### config.mk
export PLATFORM = sky130hd
export DESIGN_NAME = fetch_unit
export DESIGN_NICKNAME = d
export VERILOG_FILES = /design/src/rtl/fetch_unit_pkg.sv /design/src/rtl/fetch_unit.sv
export SDC_FILE = /design/constraint.sdc
export NUM_CORES = 1
export LEC_CHECK = 0
export ABC_AREA = 1
export CAP_MARGIN = 30
export CORE_ASPECT_RATIO = 1.75
export CORE_MARGIN = 5
export CORE_UTILIZATION = 44
export DETAILED_ROUTE_END_ITERATION = 8
export PLACE_DENSITY = 0.77
export SETUP_SLACK_MARGIN = 0.1
export SYNTH_ARGS = -nofsm -noshare
export SYNTH_HDL_FRONTEND = slang
export SYNTH_SLANG_ARGS = --single-unit
### constraint.sdc
create_clock -name clk -period 1.5 [get_ports clk]
set_input_delay 0.45 -clock clk [delete_from_list [all_inputs] [get_ports clk]]
set_output_delay 0.45 -clock clk [all_outputs]
set_load 0.005 [all_outputs]
### src/rtl/fetch_unit_pkg.sv
// Shared definitions for the instruction-fetch stage: state encoding,
// reset/NOP constants, instruction-field extraction macros and PC helpers.
// Imported by fetch_unit and by any decode/branch logic that inspects the IR.

`ifndef FETCH_UNIT_PKG_MACROS
`define FETCH_UNIT_PKG_MACROS
// Instruction-field extraction; the argument must be a plain 32-bit identifier.
`define RV_OPCODE(ir) ir[6:0]
`define RV_RD(ir)     ir[11:7]
`define RV_FUNCT3(ir) ir[14:12]
`define RV_RS1(ir)    ir[19:15]
`define RV_RS2(ir)    ir[24:20]
`endif

package fetch_unit_pkg;

  // Fetch FSM: IDLE nothing outstanding, WAIT response wanted,
  // KILL response outstanding but stale and must be dropped.
  typedef enum logic [1:0] {
    ST_IDLE = 2'd0,
    ST_WAIT = 2'd1,
    ST_KILL = 2'd2
  } fetch_state_e;

  localparam logic [31:0] NOP_INSTR_DEFAULT = 32'h0000_0013;  // ADDI x0,x0,0
  localparam logic [31:0] RESET_PC_DEFAULT  = 32'h0000_0000;

  // Sequential PC step; wraps modulo 2^32 with no error.
  function automatic logic [31:0] pc_inc(input logic [31:0] pc);
    return pc + 32'd4;
  endfunction

  // Redirect targets are always word aligned; low bits are discarded.
  function automatic logic [31:0] align_pc(input logic [31:0] target);
    return {target[31:2], 2'b00};
  endfunction

endpackage

### src/rtl/fetch_unit.sv
// Instruction fetch: owns the PC, issues one imem request at a time, fills IF/ID.
// Latency: 1-cycle memory gives request t, response t+1, id_valid and next request t+2.
// Backpressure: a full IF/ID with id_ready=0 blocks issue and holds IF/ID stable.

module fetch_unit
  import fetch_unit_pkg::*;
#(
  parameter logic [31:0] RESET_PC  = RESET_PC_DEFAULT,
  parameter logic [31:0] NOP_INSTR = NOP_INSTR_DEFAULT
) (
  input  logic        clk,
  input  logic        rst,
  output logic        imem_req,
  output logic [31:0] imem_addr,
  input  logic        imem_rvalid,
  input  logic [31:0] imem_rdata,
  input  logic        redirect,
  input  logic [31:0] redirect_target,
  input  logic        id_ready,
  output logic        id_valid,
  output logic [31:0] id_pc,
  output logic [31:0] id_pc_plus4,
  output logic [31:0] id_ir
);

  fetch_state_e state_q;
  logic [31:0]  pc_q;
  logic [31:0]  fetch_pc_q;

  logic         id_valid_q,    id_valid_d;
  logic [31:0]  id_pc_q,       id_pc_d;
  logic [31:0]  id_pc_plus4_q, id_pc_plus4_d;
  logic [31:0]  id_ir_q,       id_ir_d;

  logic slot_free;
  logic capture;

  // A request may issue only when nothing is outstanding, the IF/ID slot
  // will be free at the edge, and no redirect is about to move the PC.
  always_comb begin
    slot_free = !id_valid_q || id_ready;
    imem_req  = rst && (state_q == ST_IDLE) && slot_free && !redirect;
    imem_addr = pc_q;
    capture   = (state_q == ST_WAIT) && imem_rvalid && !redirect;
  end

  // Fetch FSM and PC; a redirect overrides any issue and kills an in-flight fetch.
  always_ff @(posedge clk) begin
    if (!rst) begin
      state_q    <= ST_IDLE;
      pc_q       <= RESET_PC;
      fetch_pc_q <= RESET_PC;
    end else if (redirect) begin
      pc_q <= align_pc(redirect_target);
      case (state_q)
        ST_WAIT, ST_KILL: state_q <= imem_rvalid ? ST_IDLE : ST_KILL;
        default:          state_q <= ST_IDLE;
      endcase
    end else begin
      case (state_q)
        ST_IDLE: begin
          if (imem_req) begin
            fetch_pc_q <= pc_q;
            pc_q       <= pc_inc(pc_q);
            state_q    <= ST_WAIT;
          end
        end
        // Responses only ever retire the outstanding request; in KILL the
        // data is simply not captured.
        ST_WAIT, ST_KILL: begin
          if (imem_rvalid) state_q <= ST_IDLE;
        end
        default: state_q <= ST_IDLE;
      endcase
    end
  end

  // IF/ID next state: redirect flush beats capture, capture beats consumption.
  always_comb begin
    id_valid_d    = id_valid_q;
    id_pc_d       = id_pc_q;
    id_pc_plus4_d = id_pc_plus4_q;
    id_ir_d       = id_ir_q;
    if (redirect) begin
      id_valid_d = 1'b0;
      id_ir_d    = NOP_INSTR;
    end else if (capture) begin
      id_valid_d    = 1'b1;
      id_pc_d       = fetch_pc_q;
      id_pc_plus4_d = pc_inc(fetch_pc_q);
      id_ir_d       = imem_rdata;
    end else if (id_valid_q && id_ready) begin
      id_valid_d = 1'b0;
      id_ir_d    = NOP_INSTR;
    end
  end

  // IF/ID register; an empty slot always presents the NOP encoding.
  always_ff @(posedge clk) begin
    if (!rst) begin
      id_valid_q    <= 1'b0;
      id_pc_q       <= 32'd0;
      id_pc_plus4_q <= 32'd4;
      id_ir_q       <= NOP_INSTR;
    end else begin
      id_valid_q    <= id_valid_d;
      id_pc_q       <= id_pc_d;
      id_pc_plus4_q <= id_pc_plus4_d;
      id_ir_q       <= id_ir_d;
    end
  end

  assign id_valid    = id_valid_q;
  assign id_pc       = id_pc_q;
  assign id_pc_plus4 = id_pc_plus4_q;
  assign id_ir       = id_ir_q;

endmodule

==> impl_metrics.csv, run 1 <==
group,metric,value,unit
status,outcome,"finished, violations left",
status,failed_checks,"negative setup slack",
routing,drt_pass1_iterations,7,
min_path,hold-path-cell-count,2,
sta,min_period,1.868,ns
synthesis,ys_top_cells_by_count,"nand2_1 (278), dfxtp_1 (155), nor2_1 (129)",
clock_tree,cts-root-buf,"clkbuf_16",
synthesis,synth_top_family_by_area,"simple AND/OR/NAND/NOR gates",
critical_path,critPathKind,"primary input to flop",
critical_path,worstPathRequired,1.76,ns
synthesis,synth_most_common_cell,"nand2_1",
clock_tree,clock_tree.buffer_depth,2,
pwr,clock_power_share,40.1,%
placement,hpwlAfterDp,17820,µm
global_route,antenna_found_initial,0,
pwr,p_per_area,819.7,nW/µm²
final_layout,stdcell_area,12650,µm²
global_route,met1_usage,27.65,%
clock_tree,ctsHtreeMaxLevel,4,
clock_tree,cts_hold_buf,0,
clock_tree,cts_buffers,17,
routing,drc,0,
critical_path,cp_num_buf_inv,4,
placement,gp_congestion,0.9768,
critical_path,worstSetupStartpointType,"primary input",
pwr,p_sw_share,29.37,%
synthesis,ys_seq_elements,155,
routing,num_vias,9778,
synthesis,yosys.area_share.simple,31.21,%
synthesis,yosys-top-cells-area,"dfxtp_1 (42%), nand2_1 (14%), nand3_1 (7.1%)",
critical_path,slowest_delay,0.45,ns
floorplanning,die_y,180.7,µm
sta,timing.slew.headroom,51.63,%
synthesis,netlist_area,7325,µm²
critical_path,cp-end-kind,"flop",
sta,final_max_slew_viol_count,0,
clock_tree,cts_sinks,155,
min_path,hp-class,"flop to flop",
routing,wl_per_cell,21.26,µm
synthesis,synthXorXnorAreaFrac,1.913,%
sta,worst_slack,-0.3685,ns
critical_path,path_depth,6,
synthesis,synthDistinctLibCells,39,
synthesis,synth-compound-area-share,13.50,%
critical_path,cpMaxStageDelayCell,"a21oi_1",
synthesis,synth-edff-count,0,
floorplanning,die_width,107.5,µm
final_layout,final_cells,1680,
pwr,p_int,7.324,mW
synthesis,yosysWarnings,0,
routing,drt_iter0_drc,1030,
critical_path,path_common_cell,"buf_4",
sta,final.period_utilization,124.6,%
global_route,grt_pass1_wl,42190,µm
floorplanning,placement_rows,62,
routing,vias_per_cell,5.820,
sta,finClkSkew,0.01864,ns
pwr,p_seq_share,42.4,%
synthesis,synth_adder_area_share,0.6833,%
final_layout,diodes,0,
final_layout,nets,1516,
routing,postRouteAntennaNets,0,
routing,routed_wl,35710,µm
global_route,busiest_layer,"met2",
placement,portBuffers,190,
pwr,p_switching,3.046,mW
critical_path,crit_fanout,32,
floorplanning,coreArea,16370,µm²
critical_path,path_cells,"buf_2, buf_4, buf_4, buf_4, o21ai_1, a21oi_1",
clock_tree,clk-insertion-delay-late,0.43,ns
pwr,max-vdd-ir-drop,0.8429,mV
floorplanning,initial_core_util,44.75,%
final_layout,syn_to_final_growth,72.72,%
global_route,grt_overflow,0,
critical_path,cp_top_family,"buffers and inverters",
global_route,grt_pass1_vias,8436,
sta,rsz0062_at_grt,"true",
global_route,globalRouteMet3Util,4.446,%
global_route,use_met2,50.10,%
synthesis,async_reset_ff_share,0,%
placement,dpl_cell_area,10360,µm²
synthesis,synth.mux.area_fraction,0,%
floorplanning,die-area,19430,µm²
pwr,comb_power_share,17.5,%
placement,place_inst,1564,
global_route,grt_max_degree,68,
clock_tree,clk_pin_slew,0.08,ns
synthesis,synthCells,1067,
synthesis,syn_area_per_cell,6.865,µm²
sta,hold_viol,0,
synthesis,synth_top_area_share,42.36,%
sta,worst_slew_pin_slew,0.7255,ns
synthesis,ys.flop_type,"dfxtp_1",
sta,setup_viol,146,
synthesis,yosysSeqAreaShare,42.36,%
global_route,grtUsageTotal,27.07,%
pwr,leakagePower,5.482,nW
floorplanning,ios,199,
synthesis,synth_largest_area_cell,"dfxtp_1",
critical_path,arrival,2.13,ns
clock_tree,cts_tree,"done",
placement,place_ws,-0.7794,ns
flow_run,drv_cap,0,
sta,fin_hold_ws,0.4619,ns
sta,clock.fmax,535.2,MHz
final_layout,drive_gt1_share,44.78,%
critical_path,r2r_cells,9,
metal layers:
layer  up-vias  wire [µm]
li1       4216          -
met3       315       3374
met1      4404      11340
met2       843      17420
met4         0       3585
met5         -          0
flip-flops by register name, indices dropped and copies added, names as in the netlist:
signal	cells
fetch_pc_q	30
id_ir	32
id_pc	30
id_pc_plus4	30
id_valid	1
imem_addr	30
state_q	2
layout make-up:
class | count | area (µm²)
multi-input cells | 746 | 4472
fillers | 988 | 3717
repair buffers | 408 | 3645
flip-flops and latches | 155 | 3237
inverters | 114 | 447.9
clock buffers | 18 | 429.2
well taps | 224 | 280.3
clock inverters | 14 | 128.9
repair inverters | 1 | 11.26
final timing paths:
kind / slack (ns) / start / end
worst min register to register: 0.46 / id_ir[7] / id_ir[7]
worst max register to register: -0.34 / state_q[0] / fetch_pc_q[20]
worst min-delay path: 0.46 / id_ir[7] / id_ir[7]
worst max-delay path: -0.37 / rst / fetch_pc_q[20]
cell usage in the layout, fill, tap and decap left out, types with 26 or more instances in the layout:
cell | netlist | layout
nand2_1 | 278 | 250
buf_4 | 17 | 141
inv_1 | 111 | 104
nor2_1 | 129 | 79
dfxtp_2 | 0 | 74
dfxtp_1 | 155 | 70
clkbuf_2 | 1 | 70
nand3_1 | 104 | 67
clkdlybuf4s50_1 | 0 | 62
buf_6 | 3 | 56
a21oi_1 | 66 | 51
buf_2 | 15 | 37
nor2_4 | 2 | 31
nand3_2 | 0 | 29
nor2_2 | 5 | 26
kinds of logic after synthesis:
group	after synthesis
and+or+nand+nor	545
adders and majority gates	4
xor gates and xnor gates	16
AOI/OAI and AO/OA	175
buffers and inverters	171
DFF	155
other	1
power groups by stage:
stage / combinational (mW) / clock (mW) / sequential, mW
floorplan: 0.477 / 0 / 4.46
global placement: 1.13 / 0 / 4.47
detailed placement: 1.15 / 0 / 4.47
CTS: 1.34 / 4.11 / 4.37
global route: 1.89 / 4.39 / 4.41
finish: 1.82 / 4.16 / 4.40
per-stage QoR:
step | setup TNS [ns] | power (mW) | utilization [%]
floorplan | 0 | 4.938 | -
global placement | -95.27 | 5.601 | 63.30
detailed placement | -99.63 | 5.621 | 63.30
CTS | -3.888 | 9.817 | 70.49
global route | -27.50 | 10.68 | 77.29
finish | -20.03 | 10.37 | 77.29
worst min-delay path, cell delays in order (launching register included):
cell	delay, ns
dfxtp_2	0.32
nand3_2	0.07
a21oi_2	0.04
repair_timing:
item / 4_1_cts / 5_1_grt
pin swaps: 26 / 52
resized for setup: 447 / 418
setup buffers: 36 / 39
setup endpoints to repair: 274 / 240
cloned: 6 / 8
(Power assumes the default switching activity.)
==> run 2: changes to the inputs <==
CELL_PAD_IN_SITES_DETAIL_PLACEMENT = 1   (was not set)
CELL_PAD_IN_SITES_GLOBAL_PLACEMENT = 1   (was not set)
CORE_UTILIZATION = 31   (was 44)
PLACE_DENSITY = not set   (was 0.77)
PLACE_DENSITY_LB_ADDON = 0.1   (was not set)
SLEW_MARGIN = 20   (was not set)
==> impl_metrics.csv, run 2 (synthesis gave the netlist of run 1 again) <==
group,metric,value,unit
final_layout,final_util,58.45,%
sta,setup_viol,157,
final_layout,syn_to_final_growth,86.20,%
clock_tree,cts_sinks,155,
sta,hold_viol,0,
placement,portBuffers,190,
sta,timing.slew.headroom,32.51,%
flow_run,drv_cap,0,
global_route,grt_pass1_vias,9663,
placement,hpwlAfterDp,21090,µm
floorplanning,placement_rows,74,
final_layout,nets,1567,
sta,final_max_slew_viol_count,0,
critical_path,arrival,2.27,ns
final_layout,largest_reg_flops,32,
clock_tree,ctsHtreeMaxLevel,4,
routing,routed_wl,38590,µm
pwr,p_per_area,829.0,nW/µm²
critical_path,worstPathRequired,1.84,ns
global_route,grt_pass1_wl,52300,µm
final_layout,final_cells,1811,
floorplanning,die-area,26920,µm²
clock_tree,clk-insertion-delay-late,0.46,ns
routing,wl_per_cell,21.31,µm
critical_path,critPathKind,"flop to flop",
sta,final.period_utilization,128.6,%
clock_tree,cts_hold_buf,0,
placement,place_inst,1667,
sta,fin_hold_ws,0.4570,ns
sta,clock.fmax,518.5,MHz
floorplanning,initial_core_util,31.39,%
final_layout,drive_gt1_share,50.23,%
status,outcome,"finished, violations left",
placement,place_ws,-0.7959,ns
global_route,antenna_found_initial,0,
sta,finClkSkew,0.01531,ns
sta,worst_slack,-0.4288,ns
routing,num_vias,9317,
sta,min_period,1.929,ns
routing,drt_pass1_iterations,5,
sta,worst_slew_pin_slew,1.012,ns
final_layout,multiInputGateArea,4489,µm²
sta,fin_setup_tns,-33.71,ns
floorplanning,ios,199,
floorplanning,die_y,213.3,µm
global_route,grt_overflow,0,
final_layout,fill_cells,2807,
pwr,leakagePower,6.023,nW
routing,drc,0,
final_layout,final_common_cell,"nand2_1",
global_route,grtUsageTotal,25.00,%
critical_path,r2r_cells,10,
final_layout,diodes,0,
clock_tree,clock_tree.buffer_depth,2,
routing,vias_per_cell,5.145,
global_route,grt_max_degree,68,
clock_tree,clk_pin_slew,0.07,ns
status,failed_checks,"negative setup slack",
min_path,hp-class,"flop to flop",
sta,rsz0062_at_grt,"true",
floorplanning,coreArea,23330,µm²
placement,gp_congestion,0.8561,
pwr,max-vdd-ir-drop,0.8019,mV
routing,drt_iter0_drc,429,
floorplanning,die_width,126.2,µm
critical_path,cp-end-kind,"flop",
clock_tree,cts-root-buf,"clkbuf_16",
routing,postRouteAntennaNets,0,
clock_tree,cts_tree,"done",
critical_path,worstSetupStartpointType,"flop",
critical_path,crit_fanout,4,
final_layout,register_area,3281,µm²
final_layout,final_cell_mix,"nand2_1 (244), buf_4 (180), dfxtp_2 (115), inv_1 (104), buf_2 (103)",
min_path,hold-path-cell-count,2,
clock_tree,cts_buffers,17,
==> run 2: cell types whose count changed in the layout (fill, tap and decap cells not counted), sizes merged, moves of 3 or more <==
cell	delta
buf	+124
clkbuf	-66
dlygate4sd2	-4
clkdlybuf4s15	-4
clkinv	+3
inv	-6
bufinv	+5
clkinvlp	-3
==> run 2: through the flow <==
step	power, mW	cell area (µm²)
2_1_floorplan	4.938	7376
3_3_place_gp	5.680	10610
3_5_place_dp	5.696	10610
4_1_cts	11.03	12650
5_1_grt	11.66	13640
6_report	11.31	13640
==> run 2: final timing paths <==
| path | from | to | slack, ns |
|---|---|---|---|
| setup / recovery | fetch_pc_q[3] | id_pc_plus4[23] | -0.43 |
| hold / removal | id_pc_plus4[26] | id_pc_plus4[26] | 0.46 |
| setup reg to reg | fetch_pc_q[3] | id_pc_plus4[23] | -0.43 |
| hold reg to reg | id_pc_plus4[26] | id_pc_plus4[26] | 0.46 |
==> run 2: per-layer routing <==
layer	track usage (%)	up-vias	wire [µm]
met4	14.18	0	2148
met1	24.53	4513	13590
met3	3.988	137	1628
li1	-	4302	-
met5	0	-	0
met2	49.00	365	21220
==> run 2: layout make-up <==
class                           count  area share, %
Clock inverter                     13          1.578
Clock buffer                       19          3.321
Multi-Input combinational cell    746          32.92
Inverter                          114          3.321
Sequential cell                   155          24.06
Tap cell                          304          2.789
Timing Repair Buffer              459          31.90
Timing Repair inverter              1         0.1193
==> run 2: repair_timing <==
item / in CTS / in global routing
buffers inserted: 66 / 30
resized for setup: 867 / 174
pin swaps: 38 / 37
gates cloned: 16 / 11
endpoints found under the setup margin: 277 / 192
==> run 2: worst max-delay path, cell delays in order (launching register included) <==
cell	delay (ns)
dfxtp_1	0.38
buf_4	0.14
nand3_1	0.13
inv_1	0.17
nand2_2	0.11
nor2_2	0.16
nand2_1	0.18
o21ai_1	0.22
nand3_1	0.14
nand2_1	0.12
inv_1	0.07
==> run 2: power by group <==
| part | internal [mW] | switching [mW] | total [mW] |
|---|---|---|---|
| combinational | 0.979 | 0.950 | 1.93 |
| sequential | 4.26 | 0.136 | 4.39 |
| clock | 3.05 | 1.93 | 4.98 |
==> run 3: changes to the inputs <==
CORE_UTILIZATION = 40   (was 31)
DONT_BUFFER_PORTS = 1   (was not set)
==> impl_metrics.csv, run 3 (synthesis gave the netlist of run 1 again) <==
group,metric,value,unit
status,outcome,"finished, violations left",
status,failed_checks,"negative setup slack",
clock_tree,cts-root-buf,"clkbuf_16",
routing,postRouteAntennaNets,0,
final_layout,nets,1337,
critical_path,cp_num_buf_inv,1,
routing,routed_wl,40910,µm
critical_path,worstPathRequired,1.85,ns
sta,final_max_slew_viol_count,0,
placement,portBuffers,0,
clock_tree,clk-insertion-delay-late,0.44,ns
critical_path,worstSetupStartpointType,"flop",
sta,finClkSkew,0.01317,ns
sta,hold_viol,0,
sta,worst_slack,-0.4723,ns
critical_path,cp-end-kind,"flop",
final_layout,syn_to_final_growth,68.06,%
final_layout,drive_gt1_share,48.24,%
floorplanning,die_y,189.0,µm
sta,min_period,1.972,ns
floorplanning,die_width,112.3,µm
critical_path,arrival,2.32,ns
routing,drt_iter0_drc,512,
floorplanning,die-area,21220,µm²
clock_tree,cts_tree,"done",
routing,drc,0,
sta,setup_viol,150,
min_path,hp-class,"primary input to flop",
critical_path,cpMaxStageDelayCell,"dfxtp_2",
critical_path,critPathKind,"flop to flop",
clock_tree,clock_tree.buffer_depth,2,
floorplanning,ios,199,
sta,clock.fmax,507.0,MHz
critical_path,path_cells,"nand2_2, nor2_4, nand2_4, nor2_4, nand2_2, xor2_1, o21ai_1, inv_1",
global_route,grt_pass1_wl,45900,µm
global_route,grt_max_degree,68,
floorplanning,placement_rows,65,
floorplanning,coreArea,18050,µm²
critical_path,slowest_delay,0.35,ns
global_route,grt_overflow,0,
critical_path,cp_top_family,"simple AND/OR/NAND/NOR gates",
clock_tree,cts_sinks,155,
clock_tree,ctsHtreeMaxLevel,4,
placement,place_ws,-0.1391,ns
pwr,max-vdd-ir-drop,0.7598,mV
routing,num_vias,8915,
pwr,totalPowerFinal,10.79,mW
global_route,grtUsageTotal,27.36,%
global_route,grt_pass1_vias,8471,
critical_path,crit_fanout,4,
sta,rsz0062_at_grt,"true",
routing,vias_per_cell,5.896,
pwr,p_per_area,876.2,nW/µm²
final_layout,final_util,68.18,%
clock_tree,cts_buffers,17,
routing,wl_per_cell,27.06,µm
final_layout,largest_reg_flops,32,
floorplanning,initial_core_util,40.57,%
sta,fin_hold_ws,0.1394,ns
flow_run,drv_cap,0,
placement,gp_congestion,0.8612,
sta,fin_setup_tns,-18.95,ns
final_layout,final_common_cell,"nand2_1",
sta,final.period_utilization,131.5,%
routing,drt_pass1_iterations,5,
clock_tree,clk_pin_slew,0.07,ns
placement,hpwlAfterDp,19300,µm
final_layout,final_cell_mix,"nand2_1 (195), buf_4 (118), dfxtp_1 (110), inv_1 (97), nand3_1 (64)",
pwr,leakagePower,5.041,nW
global_route,antenna_found_initial,1,
[run 3: area by class of cell]
class / instances / area [µm²]
Fill cell: 1990 / 5746
Multi-Input combinational cell: 746 / 5005
Sequential cell: 155 / 3212
Timing Repair Buffer: 228 / 2653
Inverter: 114 / 476.7
Clock buffer: 19 / 452.9
Tap cell: 234 / 292.8
Clock inverter: 13 / 188.9
Timing Repair inverter: 2 / 26.28
Antenna cell: 1 / 2.502
[run 3: what timing repair did]
action                                  CTS  global route
gates cloned                             11            15
pin swaps                                39           109
endpoints found under the setup margin  166           178
setup buffers                            25            28
resized for setup                       201           409
hold buffers                              0             0
[run 3: worst paths after layout]
check	startpoint	to	slack, ns	cells after the start
worst max-delay path	fetch_pc_q[8]	id_pc_plus4[17]	-0.47	8
worst min register to register	id_pc_plus4[27]	id_pc_plus4[27]	0.50	2
worst max register to register	fetch_pc_q[8]	id_pc_plus4[17]	-0.47	8
worst min-delay path	rst	imem_addr[28]	0.14	2
[run 3: power breakdown]
part | switching (mW) | total, mW | internal, mW | leakage [nW]
Sequential | 0.193 | 4.44 | 4.25 | 1.28
Combinational | 0.821 | 1.49 | 0.670 | 3.45
Clock | 1.96 | 4.85 | 2.90 | 0.310
[run 3: stage by stage]
step	cells	cell area, µm²
4_1_cts	1472	10390
6_report	1512	12310
2_1_floorplan	1072	7376
5_1_grt	1512	12310
3_3_place_gp	1405	8622
3_5_place_dp	1405	8622
[run 3: worst reg2reg max path: cells and delay by family, from the launching register on]
| kind | cells | cell delay [ns] |
|---|---|---|
| XOR/XNOR | 1 | 0.36 |
| AO/OA/AOI/OAI | 1 | 0.14 |
| buffers and inverters | 1 | 0.18 |
| AND/OR/NAND/NOR | 5 | 0.87 |
| flip-flops | 1 | 0.35 |
[run 3: per-layer routing]
layer  global-route usage (%)  vias up  part of all wire (%)
met1                    27.45     4331                    33
met5                        0        -                     0
met4                    9.625        0                   7.4
met3                    5.628      213                   6.9
met2                    54.32      531                    53
li1                         -     3840                     -
